`src/rtl/csa_resolve_adder.sv`:
```
`timescale 1ns/1ps
// -----------------------------------------------------------------------------
// csa_resolve_adder
//
// Carry-propagate stage that sits directly behind a carry-save adder. It takes
// the redundant pair (carry vector, weight 2; sum vector, weight 1) and resolves
// it to the binary value (carry << 1) + sum.
//
// The add is split into two pipeline stages at bit SPLIT:
//   stage 1 : bits [SPLIT-1:0] are added.
//             The carry out of that slice (c1) and the high operands are
//             registered.
//   stage 2 : bits [WIDTH-1:SPLIT] are added with c1 and the full result is
//             registered as the output.
// Both sides use a valid/ready handshake. A transfer happens on a rising edge
// where valid and ready are both high. The stages form a two-entry pipeline
// that sustains one result per cycle. Results leave in acceptance order.
//
// Parameters
//   WIDTH  operand/result width (CSA vector width), default 38
//   SPLIT  boundary between the stages; legal range 1..WIDTH-1, default 19
//
// Ports
//   clock      in   1      sole clock, rising edge
//   reset      in   1      asynchronous active-low reset
//   in_valid   in   1      in_carry/in_sum hold a valid pair
//   in_ready   out  1      stage 1 can accept the pair this cycle
//   in_carry   in   WIDTH  CSA carry vector, weight 2
//   in_sum     in   WIDTH  CSA sum vector, weight 1
//   out_valid  out  1      out_sum holds a resolved result
//   out_ready  in   1      consumer accepts out_sum this cycle
//   out_sum    out  WIDTH  ((in_carry << 1) + in_sum) mod 2^WIDTH
//   out_cout   out  2      bits [WIDTH+1:WIDTH] of the full sum
//                          (only when CSA_RESOLVE_COUT_EN is defined)
//
// Build option
//   CSA_RESOLVE_COUT_EN  When this macro is defined, the module adds the out_cout
//                        port and the overflow logic that drives it. When it is
//                        undefined, the upper bits are dropped and out_sum
//                        behaves the same.
// -----------------------------------------------------------------------------
module csa_resolve_adder #(
   parameter int WIDTH = 38,
   parameter int SPLIT = 19
) (
   input  logic             clock,
   input  logic             reset,
   input  logic             in_valid,
   output logic             in_ready,
   input  logic [WIDTH-1:0] in_carry,
   input  logic [WIDTH-1:0] in_sum,
   output logic             out_valid,
   input  logic             out_ready,
   output logic [WIDTH-1:0] out_sum
`ifdef CSA_RESOLVE_COUT_EN
   ,
   output logic [1:0]       out_cout
`endif
);

   // Width of the upper slice resolved in stage 2.
   localparam int HW = WIDTH - SPLIT;

`ifdef CSA_RESOLVE_COUT_EN
   // The carry window keeps in_carry[WIDTH-1]. The upper add keeps two extra
   // bits, so the overflow into bits WIDTH and WIDTH+1 survives.
   localparam int CHW = HW + 1;
   localparam int HIW = HW + 2;
`else
   // Without the overflow output, in_carry[WIDTH-1] only lands above bit
   // WIDTH-1. The upper add can therefore be truncated to the result width.
   localparam int CHW = HW;
   localparam int HIW = HW;
`endif

   // --------------------------------------------------------------------------
   // Handshake
   // --------------------------------------------------------------------------
   logic s1_valid;
   logic s2_valid;
   logic s1_adv;
   logic in_fire;

   // Stage 1 moves forward when stage 2 is empty or is draining on this edge.
   // The result is that in_ready depends combinationally on out_ready only.
   assign s1_adv    = s1_valid && (!s2_valid || out_ready);
   assign in_ready  = !s1_valid || s1_adv;
   assign in_fire   = in_valid && in_ready;
   assign out_valid = s2_valid;

   // --------------------------------------------------------------------------
   // Stage 1: low slice
   // --------------------------------------------------------------------------
   // Carry vector shifted left by one and cut to the low slice. With SPLIT == 1
   // the low slice sees only the shifted-in zero.
   logic [SPLIT-1:0] lo_carry;

   if (SPLIT == 1) begin : g_lo_carry_zero
      assign lo_carry = '0;
   end else begin : g_lo_carry_shift
      assign lo_carry = {in_carry[SPLIT-2:0], 1'b0};
   end

   // The top bit of lo_full is the carry into the upper slice.
   logic [SPLIT:0] lo_full;
   assign lo_full = {1'b0, lo_carry} + {1'b0, in_sum[SPLIT-1:0]};

   logic [SPLIT-1:0] s1_lo;
   logic             s1_c1;
   logic [CHW-1:0]   s1_ch;
   logic [HW-1:0]    s1_sh;

   // NOTE: state is written with non-blocking assignments. Every flop then
   // samples the pre-edge values, and the two stages can shift in the same
   // cycle without racing each other.
   always_ff @(posedge clock or negedge reset) begin
      if (!reset) begin
         s1_valid <= 1'b0;
         s1_lo    <= '0;
         s1_c1    <= 1'b0;
         s1_ch    <= '0;
         s1_sh    <= '0;
      end else begin
         if (in_fire) begin
            s1_valid <= 1'b1;
            s1_lo    <= lo_full[SPLIT-1:0];
            s1_c1    <= lo_full[SPLIT];
            // The shifted carry window starts one bit lower, because
            // in_carry[k] carries weight 2^(k+1).
            s1_ch    <= in_carry[SPLIT-1 +: CHW];
            s1_sh    <= in_sum[WIDTH-1:SPLIT];
         end else if (s1_adv) begin
            s1_valid <= 1'b0;
         end
      end
   end

`ifndef CSA_RESOLVE_COUT_EN
   // in_carry[WIDTH-1] only affects bits above the result when the overflow
   // output is not built. It is consumed here so that the unused bit is
   // explicit.
   logic unused_carry_msb;
   assign unused_carry_msb = in_carry[WIDTH-1];
`endif

   // --------------------------------------------------------------------------
   // Stage 2: high slice and output register
   // --------------------------------------------------------------------------
   logic [HIW-1:0] hi;
   assign hi = HIW'(s1_ch) + HIW'(s1_sh) + HIW'(s1_c1);

   logic [WIDTH-1:0] sum_q;
`ifdef CSA_RESOLVE_COUT_EN
   logic [1:0]       cout_q;
`endif

   // The output registers load only when stage 1 advances. While a result is
   // held under backpressure, out_sum/out_cout therefore stay unchanged.
   always_ff @(posedge clock or negedge reset) begin
      if (!reset) begin
         s2_valid <= 1'b0;
         sum_q    <= '0;
`ifdef CSA_RESOLVE_COUT_EN
         cout_q   <= 2'b00;
`endif
      end else begin
         if (s1_adv) begin
            s2_valid <= 1'b1;
            sum_q    <= {hi[HW-1:0], s1_lo};
`ifdef CSA_RESOLVE_COUT_EN
            cout_q   <= hi[HW+1:HW];
`endif
         end else if (out_ready) begin
            s2_valid <= 1'b0;
         end
      end
   end

   assign out_sum  = sum_q;
`ifdef CSA_RESOLVE_COUT_EN
   assign out_cout = cout_q;
`endif

endmodule

```
`config.mk`:
```
export PLATFORM = sky130hd
export DESIGN_NAME = csa_resolve_adder
export DESIGN_NICKNAME = d
export VERILOG_FILES = /design/src/rtl/csa_resolve_adder.sv
export SDC_FILE = /design/constraint.sdc
export NUM_CORES = 1
export LEC_CHECK = 0
export BUFFER_PORTS_ARGS = -buffer_cell sky130_fd_sc_hd__clkbuf_2
export CAP_MARGIN = 20
export CELL_PAD_IN_SITES_DETAIL_PLACEMENT = 0
export CELL_PAD_IN_SITES_GLOBAL_PLACEMENT = 1
export CORE_UTILIZATION = 37
export DETAILED_ROUTE_END_ITERATION = 7
export PLACE_DENSITY_LB_ADDON = 0.1
export SYNTH_ARGS = -nofsm -noshare
export SYNTH_HDL_FRONTEND = slang
export SYNTH_SLANG_ARGS = --single-unit
export TNS_END_PERCENT = 30
```
`constraint.sdc`:
```
create_clock -name clock -period 2.6 [get_ports clock]
set_input_delay 0.13 -clock clock [delete_from_list [all_inputs] [get_ports clock]]
set_output_delay 0.13 -clock clock [all_outputs]
set_load 0.02 [all_outputs]
```
==> summary.txt, run 1 <==
Status = finished clean
Reg2reg end = out_sum[35]
Most frequent cells in the layout = nand2_1 (157), clkbuf_2 (117), dfrtp_1 (98)
Largest family of logic cells by synthesized area = simple AND/OR/NAND/NOR gates
Clock Sinks = 98
Register-to-Register Path Depth = 10
Power Density = 767 nW/µm²
CTS tree = yes
Layout cells sized above 1 = 25.1%
Critical Path End Type = flip-flop
Syn. warnings = 0
Slew headroom = 49.2%
P&R area growth vs syn = 27.9%
Clk_lat worst skew = 0.35 ns
Placed Cells = 851
DP HPWL = 8940 µm
Die height = 122 µm
Routed wire length = 12100 µm
Mapped Cells = 565
Post-synthesis sequential area ratio = 46.0%
Residual DRC count = 0
Setup Skew = 0.00666 ns
Max_cap viols = 0
CTS buffer count = 9
Period utilization = 96.6%
Diodes inserted = 0
Post-synthesis xor/xnor area fraction = 4.28%
Starting Density = 38.1%
VDD IR max = 0.000330 V
Mux contribution to synthesized area = 4.42%
FMAX = 398 MHz
# setup viols final = 0
Post-route minimum period = 2.51 ns
Hold Path Cell Cnt = 3
Hold Startpoint = in_sum[19]
Largest net degree at the start of global routing = 59
Synth area leader = dfrtp_1
GPL Wtd Cong = 0.830
DR WL/cell = 13.4 µm
Critical path arrival = 2.77 ns
Syn Std Cell Area = 5330 µm²
Initial antenna violation count = 0
HP Class = in -> reg
Worst-margin pin slew = 0.761 ns
Full die area = 14900 µm²
First-pass GRT wire length = 20100 µm
Post-Syn Nets = 683
P_leak = 3.46 nW
Hold WS = 0.00244 ns
Row cnt = 43
Root Buffer = clkbuf_16
I/O Pins = 120
Largest fanout on the critical path = 4
Vias in the first global route = 4358
Htree depth = 3
Slowest-stage cell, CP = fa_2
Crit path buf inv count = 1
Post-synthesis adder-cell area fraction = 9.35%
Synth area leaders = dfrtp_1 (46%), nand2_1 (11%), ha_1 (8.2%), mux2_2 (4.2%), o21ai_0 (2.7%)
Final-report hold violation count = 0
Post-DRT Antenna Nets = 0
Maximum clock path buffer count = 2
Post-synth top flop = dfrtp_1
Compound-Gate Fraction of Synth Area = 16.3%
1st-iter DRT viols = 220
Final instance area = 6810 µm²
Crit path largest cell delay = 0.42 ns
Synth Area in Simple Gates = 17.1%
Synthesized flop and latch total = 98
Die X-Extent = 122 µm
PortBufs = 118
RR Startpoint = s1_sh[0]
Most common cell after layout, fill and taps aside = nand2_1
Synth cell types = 48
Core ar. = 14000 µm²
Syn_area_per_cell = 9.43 µm²
Startpoint Class = flip-flop
Final max-slew violation count = 0
Clk slew on worst S/H paths = 0.07 ns
Drt via density = 4.94
CP cell instances = fa_2 > inv_2 > fa_2 > nor2b_1 > o21a_1 > o21a_1 > o21a_4 > a2111oi_4 > nor3_2 > o31ai_2
Worst R2R Setup Slack = 0.09 ns
GR Overflow Total = 0
Vias post-DR = 4459
Crit Path Category = reg -> reg
Final std cells w/o fill = 902
Cell count along the critical path = 10
Post-synth ARST share = 100%
CP required = 2.85 ns
1st-pass router iterations = 4
Crit path launch = s1_sh[0]
Synth top area share = 46.0%
Setup crit end = out_sum[35]
Area after DPL = 6160 µm²
All-Layer GR Usage = 17.2%
# nets final = 835
Number of enable flip-flop cells after synthesis = 0
Family with the most delay on the worst path = compound AO/OA/AOI/OAI gates
Final core utilization = 48.7%
logic make-up after synthesis:
kind of cell / Yosys count
multiplexers: 21
buffers and inverters: 36
XOR/XNOR: 26
AND/OR/NAND/NOR: 216
AO/OA/AOI/OAI: 130
adder cells (fa/ha/maj): 38
flip-flops: 98
worst min path at each step:
stage	endpoint	slack, ns
2_1_floorplan	out_sum[0]	-0.17
3_3_place_gp	s1_sh[13]	0.25
3_5_place_dp	out_sum[32]	0.26
4_1_cts	s1_sh[11]	0.003
5_1_grt	s1_sh[11]	0.01
6_report	s1_sh[0]	0.002
worst register-to-register path: cells and delay by family (launching register included):
family	cells	cell delay, ns
AO/OA/AOI/OAI	5	1.19
adder cells (fa/ha/maj)	2	0.62
buffers and inverters	1	0.07
flip-flops	1	0.40
AND/OR/NAND/NOR	2	0.12
per-stage QoR:
| stage | power [mW] | setup slack (ns) | TNS [ns] |
|---|---|---|---|
| finish | 5.23 | 0.0882 | 0 |
| global route | 5.59 | -0.000781 | -0.000781 |
| CTS | 5.28 | 0.0119 | 0 |
| detailed placement | 3.93 | 0.0153 | 0 |
| global placement | 3.90 | 0.0709 | 0 |
| floorplan | 3.32 | 0.136 | 0 |
area by class of cell:
| type | count | area, µm² |
|---|---|---|
| Inverter | 14 | 52.6 |
| Clock buffer | 10 | 239 |
| Clock inverter | 6 | 48.8 |
| Multi-Input combinational cell | 431 | 2770 |
| Timing Repair Buffer | 163 | 1030 |
| Tap cell | 180 | 225 |
| Fill cell | 1367 | 7180 |
| Sequential cell | 98 | 2450 |
state kept, by name, summed over array words and instances (netlist names):
signal,cells
out_sum,38
s1_ch,19
s1_lo,19
s1_sh,19
out_valid,1
s1_c1,1
s1_valid,1
cell usage after synthesis (9+ instances only):
cell type and count:
a21o_1 14, nand2_1 159, a21oi_1 20, nor2_1 16
o21ai_0 29, dfrtp_1 98, inv_1 14, clkbuf_1 17
mux2_2 20, a211oi_1 9, o21a_1 10, o21ai_1 15
ha_1 35, xor2_1 16, xnor2_1 10
where the power goes:
part	switching, mW	leakage [nW]	internal [mW]
clock	0.601	0.132	0.684
combinational	1.07	2.13	0.772
sequential	0.213	1.20	1.89
per-layer routing:
layer,track usage (%),wire (µm)
met1,22.2,5620
met4,7.95,239
met3,2.95,563
met2,28.0,5670
met5,0,0
timing repair:
action                                  in CTS  in global routing
endpoints found under the setup margin       1                  4
gates cloned                                 0                  0
endpoints found under the hold margin       90                  0
hold buffers                                34                  0
pin swaps                                    1                  5
setup buffers                                0                  1
resized for setup                            0                  6
No activity file was read; power rests on OpenSTA's default activity.
==> run 2: changes to the inputs <==
--- a/config.mk
+++ b/config.mk
@@ -6,12 +6,12 @@
 export NUM_CORES = 1
 export LEC_CHECK = 0
 export BUFFER_PORTS_ARGS = -buffer_cell sky130_fd_sc_hd__clkbuf_2
-export CAP_MARGIN = 20
 export CELL_PAD_IN_SITES_DETAIL_PLACEMENT = 0
 export CELL_PAD_IN_SITES_GLOBAL_PLACEMENT = 1
 export CORE_UTILIZATION = 37
 export DETAILED_ROUTE_END_ITERATION = 7
 export PLACE_DENSITY_LB_ADDON = 0.1
+export RECOVER_POWER = 50
 export SYNTH_ARGS = -nofsm -noshare
 export SYNTH_HDL_FRONTEND = slang
 export SYNTH_SLANG_ARGS = --single-unit
==> summary.txt, run 2 (same netlist as run 1, synthesis figures left out) <==
Core ar. = 14000 µm² (unchanged)
Internal Power = 3.29 mW (-1.8%)
Full die area = 14900 µm² (unchanged)
Met2 wire len = 5720 µm (+0.79%)
Drt via density = 4.93 (-0.27%)
Max_cap viols = 0 (unchanged)
Hold WS = 0.00577 ns (+0.00333 ns)
Power Density = 765 nW/µm² (-0.33%)
Period utilization = 96.6% (about the same)
1st-pass router iterations = 4 (unchanged)
Final-report hold violation count = 0 (unchanged)
VDD IR max = 0.000327 V (-0.66%)
Post-route minimum period = 2.51 ns (-0.000562 ns)
Sw Pwr = 1.87 mW (-0.32%)
Register area = 2450 µm² (unchanged)
Startpoint Class = flip-flop
Most frequent cells in the layout = nand2_1 (157), dfrtp_1 (98), clkbuf_2 (79)
Slew headroom = 3.96% (-45 points)
CTS tree = yes
DP HPWL = 8940 µm (unchanged)
Clock group share of total power = 24.8% (+0.2 points)
Htree depth = 3 (unchanged)
Most common cell after layout, fill and taps aside = nand2_1
Clk slew on worst S/H paths = 0.07 ns (about the same)
P&R area growth vs syn = 26.7%
Worst-margin pin slew = 1.44 ns (+0.679 ns)
Final max-slew violation count = 0 (unchanged)
Crit Path Category = reg -> reg
Clk_lat worst skew = 0.34 ns (about the same)
Root Buffer = clkbuf_16
Initial antenna violation count = 0 (unchanged)
Critical path arrival = 2.76 ns (about the same)
Multi-input logic area = 2770 µm² (unchanged)
Largest fanout on the critical path = 4 (unchanged)
GPL Wtd Cong = 0.830 (unchanged)
Vias post-DR = 4447 (-0.27%)
P_leak = 3.33 nW (-3.6%)
# setup viols final = 0 (unchanged)
GR Overflow Total = 0 (unchanged)
HP Class = in -> reg
Max Used Layer = met4
Critical Path End Type = flip-flop
# nets final = 835 (unchanged)
Row cnt = 43 (unchanged)
Residual DRC count = 0 (unchanged)
Sw frac = 36.3% (+0.34 points)
Final std cells w/o fill = 902 (unchanged)
I/O Pins = 120 (unchanged)
Maximum clock path buffer count = 2 (unchanged)
Max FFs per register = 38 (unchanged)
Largest net degree at the start of global routing = 59 (unchanged)
Setup Skew = 0.00630 ns (-0.000360 ns)
Seq pwr share = 40.8% (+0.5 points)
1st-iter DRT viols = 213 (-3.2%)
Vias in the first global route = 4358 (unchanged)
Fillers = 1388 (+1.5%)
Met1 Wirelength = 5640 µm (+0.30%)
DR WL/cell = 13.4 µm (+0.19%)
Layout cells sized above 1 = 19.7% (-5.4 points)
DR WL met3 = 561 µm (-0.36%)
Placed Cells = 851 (unchanged)
Diodes inserted = 0 (unchanged)
FMAX = 398 MHz (about the same)
Starting Density = 38.1% (unchanged)
CP required = 2.85 ns (about the same)
First-pass GRT wire length = 20100 µm (unchanged)
All-Layer GR Usage = 17.2% (unchanged)
CTS buffer count = 9 (unchanged)
Die X-Extent = 122 µm (unchanged)
Combinational power share = 34.5% (-0.7 points)
Post-DRT Antenna Nets = 0 (unchanged)
PortBufs = 118 (unchanged)
Status = finished clean
Die height = 122 µm (unchanged)
Routed wire length = 12100 µm (+0.19%)
Clock Sinks = 98 (unchanged)
run 2: stage by stage:
step	util, %	cell area (µm²)	TNS [ns]	setup slack (ns)	power (mW)
after global placement	44.0	6160	0	0.0709	3.90
after global routing	48.2	6750	-0.000781	-0.000781	5.53
after detailed placement	44.0	6160	0	0.0153	3.93
after CTS	48.5	6780	0	0.0119	5.28
after floorplan	-	5330	0	0.136	3.32
final	48.2	6750	0	0.0888	5.16
run 2: final cells by class:
class | instances | share of cell area [%]
Multi-Input combinational cell | 431 | 41.0
Sequential cell | 98 | 36.3
Timing Repair Buffer | 163 | 14.3
Clock buffer | 10 | 3.54
Tap cell | 180 | 3.34
Inverter | 14 | 0.779
Clock inverter | 6 | 0.723
run 2: final timing paths:
kind                            start          end  slack (ns)  cells after the start
hold / removal             in_sum[19]     s1_sh[0]       0.006                      3
max in group asynchronous       reset     s1_valid        0.59                      3
hold reg to reg              s1_lo[1]     s1_lo[1]        0.47                      2
min in group asynchronous       reset  out_sum[32]        0.66                      2
setup / recovery             s1_sh[0]  out_sum[35]        0.09                     10
setup reg to reg             s1_sh[0]  out_sum[35]        0.09                     10
run 2: power groups by stage:
stage	clock network (mW)	logic [mW]	registers, mW
6_report	1.28	1.78	2.10
5_1_grt	1.38	1.99	2.15
4_1_cts	1.33	1.84	2.11
3_5_place_dp	0	1.79	2.14
3_3_place_gp	0	1.77	2.13
2_1_floorplan	0	0.953	2.36
run 2: layer usage:
metal | track usage [%] | vias to the layer above
met2 | 28.0 | 110
met3 | 2.95 | 15
met4 | 7.95 | 0
met5 | 0 | -
li1 | - | 2251
met1 | 22.2 | 2071
run 2: worst max-delay path, stage by stage, from the launching register on:
cell	delay [ns]
dfrtp_1	0.40
fa_2	0.42
inv_2	0.07
fa_2	0.20
nor2b_1	0.05
o21a_1	0.17
o21a_1	0.20
o21a_4	0.23
a2111oi_4	0.38
nor3_2	0.07
o31ai_2	0.21
run 2: what timing repair did:
action                     in CTS  in global routing
resized for setup               0                  6
pin swaps                       1                  5
hold buffers                   34                  0
setup buffers                   0                  1
setup endpoints to repair       1                  4
hold endpoints to repair       90                  0
==> run 3: changes to the inputs <==
--- a/config.mk
+++ b/config.mk
@@ -9,8 +9,9 @@
 export CELL_PAD_IN_SITES_DETAIL_PLACEMENT = 0
 export CELL_PAD_IN_SITES_GLOBAL_PLACEMENT = 1
 export CORE_UTILIZATION = 37
+export CTS_CLUSTER_DIAMETER = 40
 export DETAILED_ROUTE_END_ITERATION = 7
-export PLACE_DENSITY_LB_ADDON = 0.1
+export PLACE_DENSITY = 0.82
 export RECOVER_POWER = 50
 export SYNTH_ARGS = -nofsm -noshare
 export SYNTH_HDL_FRONTEND = slang
==> summary.txt, run 3 (same netlist as run 1, synthesis figures left out) <==
Slew headroom = -1.50% (-5.5 points)
Failing checks = capacitance limit, slew limit
Crit Path Category = reg -> reg
1st-iter DRT viols = 186 (-13%)
Most frequent cells in the layout = nand2_1 (157), dfrtp_1 (98), clkbuf_2 (79)
Critical Path End Type = flip-flop
First-pass GRT wire length = 20200 µm (+0.13%)
FMAX = 399 MHz (+0.32%)
Drt via density = 4.96 (+0.61%)
Status = finished, violations left
Clock Sinks = 98 (unchanged)
Power Density = 779 nW/µm² (+1.9%)
PortBufs = 118 (unchanged)
Hold WS = 0.00939 ns (+0.00362 ns)
# nets final = 835 (unchanged)
Die X-Extent = 122 µm (unchanged)
GR Overflow Total = 0 (unchanged)
Startpoint Class = flip-flop
Routed wire length = 12300 µm (+1.4%)
CTS buffer count = 9 (unchanged)
Placed Cells = 850 (-0.12%)
1st-pass router iterations = 4 (unchanged)
Clk_lat worst skew = 0.34 ns (about the same)
Post-route minimum period = 2.50 ns (-0.00794 ns)
Row cnt = 43 (unchanged)
Final-report hold violation count = 0 (unchanged)
CTS tree = yes
Fillers = 1367 (-1.5%)
HP Class = in -> reg
Vias in the first global route = 4398 (+0.92%)
Final max-slew violation count = 63 (+63)
VDD IR max = 0.000338 V (+3.1%)
P_leak = 3.35 nW (+0.55%)
I/O Pins = 120 (unchanged)
Clk slew on worst S/H paths = 0.07 ns (about the same)
Starting Density = 38.1% (unchanged)
Largest fanout on the critical path = 4 (unchanged)
Post-DRT Antenna Nets = 0 (unchanged)
Htree depth = 3 (unchanged)
Root Buffer = clkbuf_16
DR WL/cell = 13.6 µm (+1.4%)
Period utilization = 96.3% (-0.31 points)
Max FFs per register = 38 (unchanged)
Worst-margin pin slew = 1.52 ns (+0.0819 ns)
Worst setup margin = 0.0967 ns (+0.00794 ns)
Post-Place Setup Slack = 0.0272 ns (+0.0118 ns)
# setup viols final = 0 (unchanged)
P&R area growth vs syn = 27.5%
Maximum clock path buffer count = 2 (unchanged)
Residual DRC count = 0 (unchanged)
Initial antenna violation count = 0 (unchanged)
DP HPWL = 9110 µm (+1.9%)
All-Layer GR Usage = 17.1% (-0.062 points)
Layout cells sized above 1 = 19.8% (+0.14 points)
Critical path arrival = 2.76 ns (about the same)
Most common cell after layout, fill and taps aside = nand2_1
Final Power = 5.29 mW (+2.5%)
Core ar. = 14000 µm² (unchanged)
GPL Wtd Cong = 0.852 (+2.7%)
Vias post-DR = 4474 (+0.61%)
Final std cells w/o fill = 902 (unchanged)
Die height = 122 µm (unchanged)
Setup Skew = 0.00634 ns (+0.0000347 ns)
Largest net degree at the start of global routing = 63 (+6.8%)
CP required = 2.86 ns (about the same)
RSZ-0062 raised after global routing = true
Full die area = 14900 µm² (unchanged)
Max_cap viols = 1 (+1)
Diodes inserted = 0 (unchanged)
[run 3: final timing paths]
| kind | startpoint | end | slack, ns | cells after the start |
|---|---|---|---|---|
| max | s1_sh[0] | out_sum[35] | 0.1 | 10 |
| min | in_sum[19] | s1_sh[0] | 0.009 | 3 |
| max reg2reg | s1_sh[0] | out_sum[35] | 0.1 | 10 |
| min reg2reg | s1_lo[5] | s1_lo[5] | 0.48 | 2 |
| max in group asynchronous | reset | s1_ch[0] | 0.77 | 3 |
| min in group asynchronous | reset | s1_ch[16] | 0.72 | 2 |
[run 3: critical path: stages, from the launching register on]
cell       delay [ns]
dfrtp_1          0.41
fa_2             0.41
inv_2            0.08
fa_2             0.21
nor2b_2          0.04
o21a_1           0.17
o21a_1           0.19
o21a_4           0.23
a2111oi_4        0.39
nor3_2           0.08
o31ai_2          0.20
[run 3: final cells by class]
class	instances	area, µm²	share of cell area (%)
sequential	98	2450	36.1
timing repair buffer	163	973	14.3
multi-input combinational	431	2780	40.9
inverter	14	52.6	0.774
clock inverter	7	85.1	1.25
tap	180	225	3.32
clock buffer	9	225	3.32
[run 3: metrics by stage]
| step | instance area, µm² | util [%] | TNS [ns] |
|---|---|---|---|
| floorplan | 5330 | - | 0 |
| global placement | 6150 | 44.0 | 0 |
| detailed placement | 6150 | 44.0 | 0 |
| CTS | 6800 | 48.6 | 0 |
| global route | 6790 | 48.5 | -0.0295 |
| finish | 6790 | 48.5 | 0 |
[run 3: metal layers]
| metal | vias up | track usage (%) | part of all wire [%] |
|---|---|---|---|
| met3 | 14 | 3.23 | 4.4 |
| li1 | 2259 | - | - |
| met4 | 0 | 4.32 | 0.89 |
| met5 | - | 0 | 0 |
| met2 | 106 | 29.1 | 48 |
| met1 | 2095 | 22.4 | 47 |
[run 3: what timing repair did]
item | CTS | global route
cloned | 0 | 0
pin swaps | 1 | 6
buffers inserted | 0 | 2
endpoints found under the hold margin | 93 | 0
hold buffers | 34 | 0
setup endpoints to repair | 1 | 5
resized for setup | 0 | 8
[run 3: power by group]
group          switching (mW)  internal [mW]  total [mW]
logic                    1.06          0.720        1.78
clock network           0.609          0.765        1.37
registers               0.239           1.89        2.13
total                    1.91           3.38        5.29
